<file path="src/rtl/axi_stream_rr_arbiter.sv">
// ---------------------------------------------------------------------------
// axi_stream_rr_arbiter
//
// Purpose:
//   Shares one AXI4-Stream master port between num_inputs stream sources.
//   Arbitration is round-robin at packet granularity. Once an input is
//   granted, the grant is held until that input's tlast beat completes its
//   handshake. Nothing is buffered: the data beats pass combinationally
//   from the granted input to the output.
//
// Ports:
//   clk       - clock; all state updates on the rising edge
//   resetn    - asynchronous active-low reset
//   s_tvalid  - per-input tvalid                    [num_inputs]
//   s_tready  - per-input tready                    [num_inputs]
//   s_tdata   - packed tdata, input i in slice i    [num_inputs*8*byte_width]
//   s_tkeep   - packed tkeep, input i in slice i    [num_inputs*byte_width]
//   s_tlast   - per-input tlast                     [num_inputs]
//   m_tvalid  - output tvalid
//   m_tready  - output tready
//   m_tdata   - tdata of the granted input          [8*byte_width]
//   m_tkeep   - tkeep of the granted input          [byte_width]
//   m_tlast   - tlast of the granted input
//   m_tid     - index of the granted input          [idx_width]
//   busy      - high while a grant is held
// ---------------------------------------------------------------------------
module axi_stream_rr_arbiter #(
    parameter int num_inputs = 4,
    parameter int byte_width = 4,
    parameter int idx_width  = $clog2(num_inputs)
) (
    input  logic                               clk,
    input  logic                               resetn,
    input  logic [num_inputs-1:0]              s_tvalid,
    output logic [num_inputs-1:0]              s_tready,
    input  logic [num_inputs*8*byte_width-1:0] s_tdata,
    input  logic [num_inputs*byte_width-1:0]   s_tkeep,
    input  logic [num_inputs-1:0]              s_tlast,
    output logic                               m_tvalid,
    input  logic                               m_tready,
    output logic [8*byte_width-1:0]            m_tdata,
    output logic [byte_width-1:0]              m_tkeep,
    output logic                               m_tlast,
    output logic [idx_width-1:0]               m_tid,
    output logic                               busy
);

    localparam int DATA_W = 8 * byte_width;

    typedef enum logic {
        IDLE = 1'b0,
        BUSY = 1'b1
    } state_t;

    state_t               state_q, state_d;
    logic [idx_width-1:0] grant_q, grant_d;
    logic [idx_width-1:0] ptr_q,   ptr_d;

    // Unpacked views of the packed input buses so the mux is a plain index.
    logic [DATA_W-1:0]     tdata_arr [num_inputs];
    logic [byte_width-1:0] tkeep_arr [num_inputs];

    generate
        for (genvar gi = 0; gi < num_inputs; gi++) begin : g_unpack
            assign tdata_arr[gi] = s_tdata[gi*DATA_W +: DATA_W];
            assign tkeep_arr[gi] = s_tkeep[gi*byte_width +: byte_width];
        end
    endgenerate

    // -----------------------------------------------------------------------
    // Round-robin pick: first requesting input scanning ptr+1, ptr+2, ...
    // modulo num_inputs. The candidate index carries one extra bit so that
    // ptr + k never overflows before the wrap is applied.
    // -----------------------------------------------------------------------
    logic                 pick_valid;
    logic [idx_width-1:0] pick_idx;
    logic [idx_width:0]   cand;

    always_comb begin
        pick_valid = 1'b0;
        pick_idx   = '0;
        cand       = '0;
        for (int k = 1; k <= num_inputs; k++) begin
            cand = {1'b0, ptr_q} + (idx_width+1)'(k);
            if (cand >= (idx_width+1)'(num_inputs)) begin
                cand = cand - (idx_width+1)'(num_inputs);
            end
            if (!pick_valid && s_tvalid[cand[idx_width-1:0]]) begin
                pick_valid = 1'b1;
                pick_idx   = cand[idx_width-1:0];
            end
        end
    end

    // -----------------------------------------------------------------------
    // State register
    // -----------------------------------------------------------------------
    always_ff @(posedge clk or negedge resetn) begin
        if (!resetn) begin
            state_q <= IDLE;
            grant_q <= '0;
            // Last-served pointer starts at the top so input 0 wins first.
            ptr_q   <= idx_width'(num_inputs - 1);
        end else begin
            state_q <= state_d;
            grant_q <= grant_d;
            ptr_q   <= ptr_d;
        end
    end

    // -----------------------------------------------------------------------
    // Next-state logic
    // -----------------------------------------------------------------------
    logic last_beat_done;
    assign last_beat_done = m_tvalid && m_tready && m_tlast;

    always_comb begin
        state_d = state_q;
        grant_d = grant_q;
        ptr_d   = ptr_q;
        case (state_q)
            IDLE: begin
                if (pick_valid) begin
                    grant_d = pick_idx;
                    state_d = BUSY;
                end
            end
            BUSY: begin
                // The finishing input becomes lowest priority; requests that
                // arrive now are only looked at in the following IDLE cycle.
                if (last_beat_done) begin
                    ptr_d   = grant_q;
                    state_d = IDLE;
                end
            end
            default: begin
                state_d = IDLE;
            end
        endcase
    end

    // -----------------------------------------------------------------------
    // Output logic: combinational from registered state/grant plus live
    // inputs, so reset assertion drops m_tvalid/s_tready immediately.
    // -----------------------------------------------------------------------
    always_comb begin
        s_tready = '0;
        m_tvalid = 1'b0;
        busy     = 1'b0;
        m_tdata  = tdata_arr[grant_q];
        m_tkeep  = tkeep_arr[grant_q];
        m_tlast  = s_tlast[grant_q];
        m_tid    = grant_q;
        if (state_q == BUSY) begin
            busy              = 1'b1;
            m_tvalid          = s_tvalid[grant_q];
            s_tready[grant_q] = m_tready;
        end
    end

endmodule

</file>
<file path="config.mk">
export PLATFORM = sky130hd
export DESIGN_NAME = axi_stream_rr_arbiter
export DESIGN_NICKNAME = d
export VERILOG_FILES = /design/src/rtl/axi_stream_rr_arbiter.sv
export SDC_FILE = /design/constraint.sdc
export NUM_CORES = 1
export LEC_CHECK = 0
export CORE_AREA = 2 2 77 79
export CTS_CLUSTER_DIAMETER = 40
export CTS_CLUSTER_SIZE = 14
export DETAILED_ROUTE_END_ITERATION = 12
export DIE_AREA = 0 0 79 81
export GPL_ROUTABILITY_DRIVEN = 1
export PLACE_DENSITY = 0.82
export REMOVE_ABC_BUFFERS = 1
export SLEW_MARGIN = 20
export SYNTH_ARGS = -nofsm -noshare
export SYNTH_HDL_FRONTEND = slang
export SYNTH_SLANG_ARGS = --single-unit
</file>
<file path="constraint.sdc">
create_clock -name clk -period 3.4 [get_ports clk]
set_input_delay 0.68 -clock clk [delete_from_list [all_inputs] [get_ports clk]]
set_output_delay 0.68 -clock clk [all_outputs]
set_load 0.1 [all_outputs]
</file>
==> flow_summary.yaml <==
sta:
  max_freq_ghz: 0.3613
  setup_viol: 0
  rsz0062_at_grt: "no"
  fin_crit_sh_pct: 81.41
  finalHoldViolCount: 0
  relSlewSlack_pct: 58.24
  setup_ws_ns: 0.6320
  min_period_ns: 2.768
  whs_ns: 0.5482
  worst_pin_slew_ns: 0.6264
  drv_slew: 0
  finClkSkew_ns: 0.004989
clocking:
  cts_hold_buf: 0
  h-tree-depth: 1
  root_buffer: "clkbuf_8"
  cts_buffers: 3
  post_cts_buffers: 0
  clkSlewWorstSetupHoldPaths_ns: 0.04
  cts.repair.resized: 0
  worst_skew_pair.late_latency_ns: 0.22
  cts_tree: "done"
  ctsLongestPathBuffers: 2
  clock_sinks: 5
status:
  status: "complete, no violations"
drt:
  vias_per_cell: 4.770
  postRouteAntennaNets: 0
  vias: 1679
  drc: 0
  totalWireLength_mm: 5.961
  drt_iter0_markers: 25
  wl_per_cell_um: 16.93
  detail_route.first_pass.iterations: 4
placed_design:
  place_ws_ns: 0.6508
  portBuffers: 199
  dp_hpwl_mm: 5.268
  finalWeightedCongestion: 0.8231
hold_path:
  hold_path_class: "reg -> reg"
synthesis:
  synth.avg_cell_area_um2: 14.83
  synth_seq_cells: 5
  syn-cell-area_um2: 1216
  postSynthCellCount: 82
  ys.warnings.count: 0
  synth_cell_types: 26
  seq_area_frac_synth_pct: 10.49
power_and_ir_drop:
  swShare_pct: 68.82
  p_comb_share_pct: 90.8
  power_frac_clock_pct: 3.0
  p_leak_uw: 0.001234
  ir_worst_vdd_uv: 713.7
  power_switching_uw: 2511
  powerDensity_nw_per_um2: 1132
  p_seq_share_pct: 6.2
  power_uw: 3649
  p_int_uw: 1138
worst_setup_path:
  start_kind: "primary input"
  critPathKind: "in -> out"
  cp.required_ns: 2.72
  critPathArrivalTime_ns: 2.09
  crit_chain: "clkdlybuf4s50_1, mux4_2, and2_1, buf_12"
  endpoint_kind: "output pin"
  cp_slowest_cell: "mux4_2"
  critical_path.max_stage_delay_ns: 0.53
  r2r_slack_ns: 1.40
  cp_max_fo: 6
final_layout:
  drive_above_1_share_pct: 34.66
  final_common_cell: "clkdlybuf4s50_1"
  final_cell_mix: "154 x clkdlybuf4s50_1, 45 x buf_4, 38 x mux4_2, 4 x nor2_1"
  antennaDiodeCount: 0
  finalNetCount: 433
  area_growth_pct: 165.1
die:
  row_count: 28
  top_level_ports: 200
  die_w_um: 79
  initial_core_util_pct: 21.43
  die_area_um2: 6399
  die_h_um: 81
  core-area_um2: 5675
run:
  drv_cap: 0
global_route:
  grt_pass1_vias: 1733
  grt_first_pass_wirelength_mm: 8.735
  antenna_found_initial: 0
  grt_usage_pct: 17.76
  gr-total-overflow: 0
  grt_max_degree: 27
[layer usage]
layer  global-route usage, %  part of all wire [%]  vias up
li1                        -                     -      760
met1                   18.11                    33      802
met2                   35.68                    55      107
met3                   4.778                    10       10
met4                   4.310                   2.0        0
met5                       0                     0        -
[power by group through the flow]
stage | clock (uW) | combinational [uW] | sequential (uW)
2_1_floorplan | 0 | 2510 | 386
3_3_place_gp | 0 | 3320 | 229
3_5_place_dp | 0 | 3330 | 231
4_1_cts | 113 | 3340 | 231
5_1_grt | 116 | 3410 | 247
6_report | 110 | 3310 | 226
[path summary, 6_finish.rpt]
path                             start        to  cells past startpoint
max                        s_tvalid[3]  m_tvalid                      4
min                           ptr_q[1]  ptr_q[1]                      2
max reg2reg                   m_tid[0]  ptr_q[0]                      4
min reg2reg                   ptr_q[1]  ptr_q[1]                      2
max in group asynchronous       resetn  ptr_q[0]                      1
min in group asynchronous       resetn   state_q                      1
[synth_stat cells (all sizes together)]
library cell / number / area, um^2
o21ai: 2 / 10.01
nor2b: 1 / 6.260
nor2: 4 / 15.01
nand4: 1 / 12.51
mux2: 2 / 22.52
and2: 1 / 6.260
nand2: 2 / 7.510
buf: 8 / 45.04
a21boi: 1 / 7.510
mux4: 38 / 855.8
dfrtp: 3 / 75.07
o221ai: 2 / 17.52
nand3: 1 / 5.000
mux2i: 1 / 10.01
dfstp: 2 / 52.55
nand2b: 2 / 12.51
nor3: 2 / 10.01
inv: 3 / 11.26
clkbuf: 2 / 8.750
nor4: 1 / 6.260
a31o: 1 / 8.760
a21oi: 2 / 10.01
[critical path: cells and delay by family]
| family | cells | cell delay (ns) |
|---|---|---|
| buf+inv | 2 | 0.67 |
| simple gates | 1 | 0.20 |
| mux | 1 | 0.53 |
[registers in the layout, summed over array words and instances (netlist names)]
name	cells
m_tid	2
state_q	1
ptr_q	2
[cell families (layout without fill, tap and decap cells)]
family,count (synthesis),in the layout,synth area share [%]
muxes,41,41,73.05
AOI/OAI and AO/OA,8,8,4.425
and+or+nand+nor,15,15,6.687
buffers and inverters,13,208,5.349
DFF,5,5,10.49
[through the flow]
step                      utilization (%)  cells  area (um^2)  setup TNS [ns]
final                               56.81    352         3224               0
after global routing                56.81    352         3224               0
after CTS                           56.81    352         3224               0
after detailed placement            56.00    348         3178               0
after global placement              56.00    348         3178               0
after floorplan                         -     72         1162          -25.32
[layout make-up]
class                      instances  area (um^2)
inverter                           3        11.26
multi-input combinational         64         1023
sequential                         5        130.1
fill                             516         2451
clock buffer                       3        41.29
tap                               75        93.84
clock inverter                     1        5.005
timing repair buffer             201         1919
Note: power is estimated with default switching activity, not from simulation.
